[config.mk]
export PLATFORM = sky130hd
export DESIGN_NAME = fm_checker_multi
export DESIGN_NICKNAME = d
export VERILOG_FILES = /design/src/rtl/fm_pkg.sv /design/src/rtl/fm_chan.sv /design/src/rtl/fm_checker_multi.sv
export SDC_FILE = /design/constraint.sdc
export NUM_CORES = 1
export LEC_CHECK = 0
export CAP_MARGIN = 15
export CORE_ASPECT_RATIO = 1.25
export CORE_MARGIN = 2
export CORE_UTILIZATION = 50
export CTS_BUF_LIST = sky130_fd_sc_hd__clkbuf_4 sky130_fd_sc_hd__clkbuf_8
export DETAILED_ROUTE_END_ITERATION = 7
export GPL_TIMING_DRIVEN = 0
export PLACE_DENSITY = 0.78
export SYNTH_ARGS = -nofsm -noshare
export SYNTH_HDL_FRONTEND = slang
export SYNTH_SLANG_ARGS = --single-unit
[constraint.sdc]
create_clock -name clk -period 2.5 [get_ports clk]
set_input_delay 0.25 -clock clk [delete_from_list [all_inputs] [get_ports clk]]
set_output_delay 0.25 -clock clk [all_outputs]
set_load 0.005 [all_outputs]
[src/rtl/fm_pkg.sv]
// Shared types and sizing helpers for the multi-channel
// first-match checker.
package fm_pkg;

    typedef enum logic [1:0] {
        IDLE   = 2'd0,
        WAIT_B = 2'd1,
        WAIT_D = 2'd2
    } fm_state_t;

    // Bits needed to hold the value v (at least 1).
    function automatic int bits_for(input int v);
        int n;
        n = 1;
        while (n < 31 && (1 << n) <= v) begin
            n++;
        end
        return n;
    endfunction

    function automatic int max2(input int x, input int y);
        return (x > y) ? x : y;
    endfunction

endpackage

[src/rtl/fm_chan.sv]
// One checker channel: rose(a) ##[1:B_MAX] b |=> ##[0:D_MAX] d |-> e.
// Ports: clk, rst, en, a, b, d, e in; pass, fail, tmo, busy out.
module fm_chan
    import fm_pkg::*;
#(
    parameter int B_MAX = 8,
    parameter int D_MAX = 16,
    parameter int WW    = 5
) (
    input  logic clk,
    input  logic rst,
    input  logic en,
    input  logic a,
    input  logic b,
    input  logic d,
    input  logic e,
    output logic pass,
    output logic fail,
    output logic tmo,
    output logic busy
);

    localparam logic [WW-1:0] B_LIM = WW'(B_MAX);
    localparam logic [WW-1:0] D_LIM = WW'(D_MAX);
    localparam logic [WW-1:0] ONE   = WW'(1);

    fm_state_t     state, state_n;
    logic [WW-1:0] wcnt, wcnt_n;
    logic          a_q;
    logic          rose;
    logic          pass_n, fail_n, tmo_n;

    assign rose = a & ~a_q;
    assign busy = (state != IDLE);

    always_ff @(posedge clk) begin
        if (rst) begin
            state <= IDLE;
            wcnt  <= '0;
            a_q   <= 1'b0;
            pass  <= 1'b0;
            fail  <= 1'b0;
            tmo   <= 1'b0;
        end else begin
            state <= state_n;
            wcnt  <= wcnt_n;
            a_q   <= a;
            pass  <= pass_n;
            fail  <= fail_n;
            tmo   <= tmo_n;
        end
    end

    // wcnt holds the 1-based index of the current wait cycle;
    // in unbounded mode it is held at zero.
    always_comb begin
        state_n = state;
        wcnt_n  = wcnt;
        pass_n  = 1'b0;
        fail_n  = 1'b0;
        tmo_n   = 1'b0;
        if (!en) begin
            state_n = IDLE;
            wcnt_n  = '0;
        end else begin
            unique case (state)
                IDLE: begin
                    if (rose) begin
                        state_n = WAIT_B;
                        wcnt_n  = (B_MAX != 0) ? ONE : '0;
                    end
                end
                WAIT_B: begin
                    if (b) begin
                        state_n = WAIT_D;
                        wcnt_n  = (D_MAX != 0) ? ONE : '0;
                    end else if (B_MAX != 0 && wcnt == B_LIM) begin
                        state_n = IDLE;
                        wcnt_n  = '0;
                    end else if (B_MAX != 0) begin
                        wcnt_n = wcnt + ONE;
                    end
                end
                WAIT_D: begin
                    if (d) begin
                        state_n = IDLE;
                        wcnt_n  = '0;
                        pass_n  = e;
                        fail_n  = ~e;
                    end else if (D_MAX != 0 && wcnt == D_LIM) begin
                        state_n = IDLE;
                        wcnt_n  = '0;
                        tmo_n   = 1'b1;
                    end else if (D_MAX != 0) begin
                        wcnt_n = wcnt + ONE;
                    end
                end
                default: begin
                    state_n = IDLE;
                    wcnt_n  = '0;
                end
            endcase
        end
    end

endmodule

[src/rtl/fm_checker_multi.sv]
// NCH independent checker channels plus a saturating fail counter.
// Ports: clk, rst, en, clr_cnt, a/b/d/e[NCH] in;
//        pass/fail/tmo/busy[NCH], fail_cnt, any_fail out.
module fm_checker_multi
    import fm_pkg::*;
#(
    parameter int NCH   = 4,
    parameter int B_MAX = 8,
    parameter int D_MAX = 16,
    parameter int CNT_W = 16
) (
    input  logic             clk,
    input  logic             rst,
    input  logic             en,
    input  logic             clr_cnt,
    input  logic [NCH-1:0]   a,
    input  logic [NCH-1:0]   b,
    input  logic [NCH-1:0]   d,
    input  logic [NCH-1:0]   e,
    output logic [NCH-1:0]   pass,
    output logic [NCH-1:0]   fail,
    output logic [NCH-1:0]   tmo,
    output logic [NCH-1:0]   busy,
    output logic [CNT_W-1:0] fail_cnt,
    output logic             any_fail
);

    localparam int WW    = bits_for(max2(B_MAX, D_MAX));
    localparam int PC_W  = bits_for(NCH);
    // One extra bit over the wider operand keeps the add from wrapping.
    localparam int SUM_W = max2(CNT_W, PC_W) + 1;
    localparam logic [SUM_W-1:0] SAT =
        {{(SUM_W-CNT_W){1'b0}}, {CNT_W{1'b1}}};

    for (genvar i = 0; i < NCH; i++) begin : g_ch
        fm_chan #(
            .B_MAX (B_MAX),
            .D_MAX (D_MAX),
            .WW    (WW)
        ) u_chan (
            .clk  (clk),
            .rst  (rst),
            .en   (en),
            .a    (a[i]),
            .b    (b[i]),
            .d    (d[i]),
            .e    (e[i]),
            .pass (pass[i]),
            .fail (fail[i]),
            .tmo  (tmo[i]),
            .busy (busy[i])
        );
    end

    logic [PC_W-1:0]  pc;
    logic [SUM_W-1:0] sum;

    always_comb begin
        pc = '0;
        for (int i = 0; i < NCH; i++) begin
            pc = pc + PC_W'(fail[i]);
        end
        sum = SUM_W'(fail_cnt) + SUM_W'(pc);
    end

    always_ff @(posedge clk) begin
        if (rst) begin
            fail_cnt <= '0;
            any_fail <= 1'b0;
        end else if (clr_cnt) begin
            fail_cnt <= '0;
            any_fail <= 1'b0;
        end else begin
            fail_cnt <= (sum > SAT) ? {CNT_W{1'b1}}
                                    : sum[CNT_W-1:0];
            if (|fail) begin
                any_fail <= 1'b1;
            end
        end
    end

endmodule

==> results of run 1 <==
## kinds of logic (layout without fill, tap and decap cells)
group / Yosys count / after routing / synth area share
multiplexers: 1 / 1 / 0.00358
AO/OA/AOI/OAI: 76 / 76 / 0.159
AND/OR/NAND/NOR: 145 / 145 / 0.275
buffers and inverters: 49 / 126 / 0.0801
XOR/XNOR: 14 / 14 / 0.0390
flip-flops: 61 / 61 / 0.389
adder cells (fa/ha/maj): 12 / 12 / 0.0550
## layout by cell type, fill, tap and decap left out, types with 7 or more instances in the layout
cell type	count
dfxtp_1	59
clkdlybuf4s50_1	52
nand2_1	28
a21oi_1	26
inv_1	23
buf_4	23
nor2_1	19
nor2b_1	15
nand3_1	14
clkbuf_8	12
nor3_1	9
ha_1	9
o21ai_0	8
nand2b_1	8
xor2_1	7
xnor2_1	7
a31oi_1	7
clkbuf_1	7
## flip-flops by register name (all words and copies together) (netlist names)
register,flops
any_fail,1
g_ch.u_chan.tmo,4
g_ch.u_chan.pass,4
g_ch.u_chan.wcnt,20
g_ch.u_chan.fail,4
g_ch.u_chan.a_q,4
fail_cnt,16
g_ch.u_chan.state,8
## cell usage after synthesis (all sizes together) (2+ instances only)
| library cell | n | area share |
|---|---|---|
| dfxtp | 61 | 0.39 |
| a21oi | 29 | 0.046 |
| nand2 | 28 | 0.033 |
| inv | 25 | 0.030 |
| nor2 | 19 | 0.023 |
| buf | 17 | 0.042 |
| nor2b | 16 | 0.032 |
| nand3 | 14 | 0.022 |
| nor3 | 10 | 0.016 |
| ha | 9 | 0.036 |
| o21ai | 9 | 0.014 |
| nand2b | 8 | 0.016 |
| a31oi | 7 | 0.014 |
| clkbuf | 7 | 0.0084 |
| xnor2 | 7 | 0.020 |
| xor2 | 7 | 0.020 |
| nor3b | 5 | 0.017 |
| or2 | 5 | 0.010 |
| a22oi | 4 | 0.011 |
| and3 | 4 | 0.0080 |
| nand4 | 4 | 0.010 |
| nand4bb | 4 | 0.014 |
| or3 | 4 | 0.0080 |
| a211oi | 3 | 0.0072 |
| and4 | 3 | 0.0084 |
| fa | 3 | 0.019 |
| nand3b | 3 | 0.0072 |
| nor4 | 3 | 0.0060 |
| nor4bb | 3 | 0.0096 |
| o21a | 3 | 0.0072 |
| or3b | 3 | 0.0084 |
| a22o | 2 | 0.0056 |
| o221a | 2 | 0.0072 |
| o22a | 2 | 0.0056 |
| o22ai | 2 | 0.0040 |
| o31ai | 2 | 0.0048 |
| or4 | 2 | 0.0060 |
| or4bb | 2 | 0.0072 |
## layer usage
layer	global-route usage	routed length, um
met3	0.0403	296
met2	0.355	3620
met4	0.125	103
met1	0.242	2890
met5	0	0
## area by class of cell
| type | instances | area [um2] | area share |
|---|---|---|---|
| inverter | 25 | 93.8 | 0.0228 |
| tap | 85 | 106 | 0.0258 |
| buffer | 24 | 158 | 0.0383 |
| clock inverter | 4 | 45.0 | 0.0109 |
| timing repair buffer | 61 | 596 | 0.145 |
| sequential | 61 | 1220 | 0.297 |
| clock buffer | 12 | 165 | 0.0401 |
| multi-input combinational | 248 | 1730 | 0.421 |
## worst max-delay path, stage by stage (launching register included)
cell and delay [ns]:
dfxtp_2 0.33, fa_1 0.55, inv_2 0.04, fa_2 0.35, inv_2 0.06, fa_2 0.23
nand4_4 0.12, or4_4 0.50, buf_6 0.17, a21oi_2 0.12
## metrics by stage
step / cell area, um2 / hold slack, ns / util
after floorplan: 3150 / 0.322 / -
after global placement: 3780 / 0.478 / 0.617
after detailed placement: 3780 / 0.484 / 0.617
after CTS: 4050 / 0.461 / 0.662
after global routing: 4120 / 0.472 / 0.673
final: 4120 / 0.475 / 0.673
## power by group through the flow
stage	registers [W]	clock network, W	logic, W
after floorplan	0.00102	0	0.0000840
after detailed placement	0.00102	0	0.000150
after global placement	0.00102	0	0.000147
final	0.000997	0.000902	0.000150
after CTS	0.000997	0.000928	0.000151
after global routing	0.000999	0.000957	0.000166
## final timing paths
path,endpoint,slack (ns)
min reg2reg,g_ch[1].u_chan.wcnt[1]$_SDFFE_PP0P_,0.49
max reg2reg,fail_cnt[7]$_SDFF_PP0_,-0.05
min,g_ch[2].u_chan.fail$_SDFF_PP0_,0.47
max,fail_cnt[7]$_SDFF_PP0_,-0.05
## what timing repair did
action | 4_1_cts | 5_1_grt
endpoints found under the setup margin | 15 | 16
setup buffers | 4 | 4
pin swaps | 2 | 5
hold endpoints to repair | 0 | 0
resized for setup | 9 | 9
cloned | 1 | 0
==> impl_metrics.csv, run 1 <==
group,metric,value,unit
die,ioPinCount,53,
pwr,switching_share,0.219,
die,rows,32,
clocking,clockRootBuffer,"clkbuf_8",
timing,period_share,1.02,
timing,setup_viol,11,
status,failed_checks,"setup timing",
pwr,vdd_drop_max,0.285,mV
status,status,"finished with violations",
place,post-dp-hpwl,5.00,mm
synth,yosysWarnings,0,
die,core_area,6130,um2
pwr,pwr-share-seq,0.486,
clocking,clk_latency,0.33,ns
synth,netlist_instances,358,
pwr,power,0.00205,W
timing,rsz0062_at_grt,"yes",
place,place_congestion,0.903,
pwr,power.density,497,nW/um2
hold_path,holdPathStages,2,
final_layout,fin_nets,462,
timing,layout_setup_ws,-0.0550,ns
global_routing,grt_first_pass_wirelength,11.4,mm
routing,drt-total-wl,6.91,mm
pwr,net-switching-power,0.000450,W
clocking,cts.sinks,61,
timing,worst_slew_pin_slew,0.584,ns
critical_path,crit_path_start,"fail_cnt[0]$_SDFF_PP0_",
synth,synth-edff-count,0,
critical_path,path_class,"reg -> reg",
place,place_ws,-0.173,ns
timing,hold_viol_final,0,
critical_path,cp-start-kind,"register",
die,fp.dieW,74.9,um
global_routing,antenna_found_initial,0,
place,io_buffers,52,
synth,synthesis.nets,390,
routing,num_vias,2802,
routing,dr.pass1.iters,4,
global_routing,grt_max_degree,11,
synth,avgSynthCellArea,8.78,um2
critical_path,reg2reg_from,"fail_cnt[0]$_SDFF_PP0_",
clocking,clock_path_buffers,2,
pwr,p_leak,1.54,nW
critical_path,critPathArrivalTime,2.81,ns
final_layout,layout.cells.non_filler,520,
global_routing,grt_pass1_vias,2640,
routing,routed_via_density,5.39,
timing,max_slew_margin,0.611,
final_layout,fill_cells,508,
routing,remaining_drc_errors,0,
critical_path,end_kind,"register",
clocking,cts_made_buffers,9,
timing,fmax,0.391,GHz
routing,drt_iter0_drc,62,
hold_path,min-delay-start,"e[2]",
die,initial_core_util,0.513,
timing,fin_tns_setup,-0.381,ns
pwr,clkPwrFrac,0.440,
critical_path,cp_max_fo,5,
final_layout,syn_to_final_growth,31.2,%
synth,ys.flop_type,"dfxtp_1",
pwr,power_frac_comb,0.073,
final_layout,drive_gt1_frac,0.168,
global_routing,grt_usage,0.212,
timing,fin_skew,0.00680,ns
critical_path,ff2ff_path_depth,9,
run,maxCapViolCount,0,
timing,fin_crit,2.55,ns
synth,synthArstFlopShare,0,
clocking,htree_num_levels,3,
die,die_area,6940,um2
clocking,clk_pin_slew,0.06,ns
routing,final_antenna_net_count,0,
pwr,p_int,0.00160,W
routing,wl_per_cell,13.3,um
synth,synth-seq-area-share,0.389,
global_routing,overflow,0,
clocking,cts.hold.buffers_added,0,
synth,synth_seq_cells,61,
critical_path,worstPathRequired,2.76,ns
hold_path,min_path_type,"in -> reg",
place,placed_cells,495,
synth,synth_cell_type_count,62,
final_layout,antenna_cells,0,
synth,syn_area,3140,um2
timing,maxSlewViolCount,0,
clocking,cts_tree,"built",
die,die_h,92.6,um
No activity file was read; power rests on OpenSTA's default activity.
==> run 2: changes to the inputs <==
SYNTH_HIERARCHICAL = 1   (was default)
==> run 2 against run 1 <==
The run now ends clean. Combinational power hardly changed. Register-to-register slack better by 0.13 ns. Highest routed layer unchanged. Critical path type unchanged. Non-clock buffer count is 29 lower. Worst setup slack better by 0.13 ns.
==> impl_metrics.csv, run 2 <==
group,metric,value,unit
timing,max_slew_margin,0.674,
clocking,clockRootBuffer,"clkbuf_8",
synth,synth_seq_cells,61,
hold_path,hold_end,"g_ch[1].u_chan/fail$_SDFF_PP0_",
synth,synth_commonest_cells,"dfxtp_1, inv_1, nor2_1, a21oi_1, nand2_1",
final_layout,antenna_cells,0,
timing,fin_skew,0.00636,ns
global_routing,overflow,0,
synth,ys.flop_type,"dfxtp_1",
timing,hold_viol_final,0,
critical_path,critPathBufInv,2,
critical_path,crit_family,"adder cells",
routing,dr.pass1.iters,4,
synth,yosys.area.top_type,"dfxtp_1",
pwr,vdd_drop_max,0.332,mV
hold_path,min-delay-start,"e[1]",
clocking,clock_path_buffers,2,
pwr,power.density,488,nW/um2
final_layout,syn_to_final_growth,27.5,%
final_layout,fin_nets,440,
clocking,clk_latency,0.33,ns
critical_path,cp_max_fo,7,
synth,synth.area.top_cells,"dfxtp_1, inv_1, ha_1, a21oi_1, nor2_1",
routing,wl_per_cell,13.4,um
critical_path,path_class,"reg -> reg",
routing,drt_iter0_drc,142,
pwr,p_leak,1.53,nW
synth,synthArstFlopShare,0,
timing,fin_crit,2.43,ns
die,die_area,6960,um2
clocking,cts.sinks,61,
critical_path,crit_chain,"fa_1 -> inv_2 -> fa_2 -> inv_2 -> fa_2 -> and3_4 -> and3_4 -> and4b_1 -> a211oi_2",
critical_path,cp-start-kind,"register",
synth,avgSynthCellArea,9.19,um2
die,initial_core_util,0.515,
critical_path,worstPathRequired,2.71,ns
timing,timing.hold.ws,0.454,ns
synth,synth-edff-count,0,
timing,rsz0062_at_grt,"yes",
clocking,cts_made_buffers,9,
place,place_ws,-0.0785,ns
clocking,clk_pin_slew,0.07,ns
critical_path,r2r_end,"fail_cnt[14]$_SDFF_PP0_",
critical_path,critPathArrivalTime,2.64,ns
place,place_congestion,0.886,
die,ioPinCount,53,
pwr,power,0.00196,W
clocking,cts_tree,"built",
critical_path,max_stage_delay,0.55,ns
routing,routed_via_density,5.44,
clocking,htree_num_levels,3,
timing,maxSlewViolCount,0,
timing,worst_slew_pin_slew,0.484,ns
synth,synth_top_area_share,0.387,
place,io_buffers,52,
timing,period_share,0.972,
synth,synth-seq-area-share,0.387,
critical_path,crit_slowest_cell,"fa_1",
status,status,"finished clean",
routing,drt-total-wl,6.66,mm
final_layout,drive_gt1_frac,0.148,
synth,yosysWarnings,6,
final_layout,largest_reg_flops,20,
hold_path,holdPathStages,2,
die,fp.dieW,75.0,um
timing,setup_viol,0,
synth,synth_cell_type_count,47,
place,post-dp-hpwl,4.84,mm
global_routing,grt_max_degree,14,
routing,final_antenna_net_count,0,
global_routing,grt_usage,0.204,
synth,synthesis.nets,376,
run,maxCapViolCount,0,
critical_path,ff2ff_path_depth,9,
die,die_h,92.8,um
final_layout,final_core_util,0.656,
timing,fmax,0.412,GHz
final_layout,mostFrequentLayoutCells,"dfxtp_1, clkdlybuf4s50_1, inv_1",
critical_path,cp.depth,9,
critical_path,reg2reg_from,"g_ch[1].u_chan/fail$_SDFF_PP0_",
global_routing,antenna_found_initial,0,
synth,syn_area,3150,um2
routing,num_vias,2696,
critical_path,end_kind,"register",
global_routing,grt_pass1_vias,2546,
timing,layout_setup_ws,0.0701,ns
final_layout,regMostFlops,"g_ch.u_chan/wcnt",
routing,remaining_drc_errors,0,
final_layout,reg_top3,"g_ch.u_chan/wcnt: 20 flops, fail_cnt: 16 flops, g_ch.u_chan/state: 8 flops",
final_layout,final_common_cell,"dfxtp_1",
hold_path,min_path_type,"in -> reg",
critical_path,ff2ff_setup_slack,0.07,ns
global_routing,grt_first_pass_wirelength,11.1,mm
die,rows,32,
die,core_area,6130,um2
synth,netlist_instances,343,
synth,synth.most_common_cell,"dfxtp_1",
timing,fin_tns_setup,0,ns
-- run 2: cell types whose count changed after synthesis, sizes merged, moves of 7 or more --
cell / previous run / this run
o22ai: 2 / 12
and4bb: 0 / 8
nor2: 19 / 31
nand2: 28 / 21
o21ai: 9 / 17
inv: 25 / 34
buf: 17 / 1
nor2b: 16 / 2
and3: 4 / 12
-- run 2: how the worst max path moves through the flow --
| stage | start | end |
|---|---|---|
| final | g_ch[1].u_chan/fail$_SDFF_PP0_ | fail_cnt[14]$_SDFF_PP0_ |
| after global routing | g_ch[1].u_chan/fail$_SDFF_PP0_ | fail_cnt[14]$_SDFF_PP0_ |
| after CTS | g_ch[0].u_chan/fail$_SDFF_PP0_ | fail_cnt[14]$_SDFF_PP0_ |
| after detailed placement | g_ch[1].u_chan/fail$_SDFF_PP0_ | fail_cnt[14]$_SDFF_PP0_ |
| after global placement | g_ch[1].u_chan/fail$_SDFF_PP0_ | fail_cnt[14]$_SDFF_PP0_ |
| after floorplan | g_ch[0].u_chan/fail$_SDFF_PP0_ | fail_cnt[14]$_SDFF_PP0_ |
-- run 2: kinds of logic (layout without fill, tap and decap cells) --
family,after synthesis,after routing,share of synthesized area
AOI/OAI and AO/OA,90,90,0.215
xor gates and xnor gates,13,13,0.0361
adders and majority gates,13,13,0.0587
buffers and inverters,37,105,0.0464
DFF,61,61,0.387
and+or+nand+nor,129,129,0.256
-- run 2: cell type report --
| cell class | instances | area, um2 |
|---|---|---|
| Sequential cell | 61 | 1230 |
| Multi-Input combinational cell | 245 | 1830 |
| Buffer | 2 | 7.51 |
| Inverter | 34 | 128 |
| Clock inverter | 1 | 5.00 |
| Timing Repair Buffer | 54 | 536 |
| Clock buffer | 14 | 180 |
| Fill cell | 484 | 2110 |
| Tap cell | 85 | 106 |
-- run 2: where the power goes --
part / internal (W) / switching [W] / total (W) / leakage, nW
Combinational: 0.0000724 / 0.0000798 / 0.000152 / 0.933
Clock: 0.000457 / 0.000360 / 0.000817 / 0.0994
Sequential: 0.000982 / 0.0000107 / 0.000993 / 0.496
-- run 2: repair_timing --
item                       in CTS  in global routing
setup buffers                   1                  1
resized for setup               4                 13
hold buffers                    0                  0
pin swaps                       0                  9
setup endpoints to repair       7                 13
-- run 2: per-stage QoR --
step           std cells  cell area, um2
3_5_place_dp         480            3780
4_1_cts              496            3980
2_1_floorplan        343            3150
6_report             496            4020
3_3_place_gp         480            3780
5_1_grt              496            4020
-- run 2: metal layers --
layer / part of all wire / track usage
met5: 0 / 0
met4: 0.015 / 0.0774
met3: 0.054 / 0.0631
met2: 0.49 / 0.332
met1: 0.44 / 0.246
==> run 3: changes to the inputs <==
CAP_MARGIN = 10   (was 15)
==> results of run 3 <==
Same layout as run 2: the final DEF is identical, and so are final timing and power.
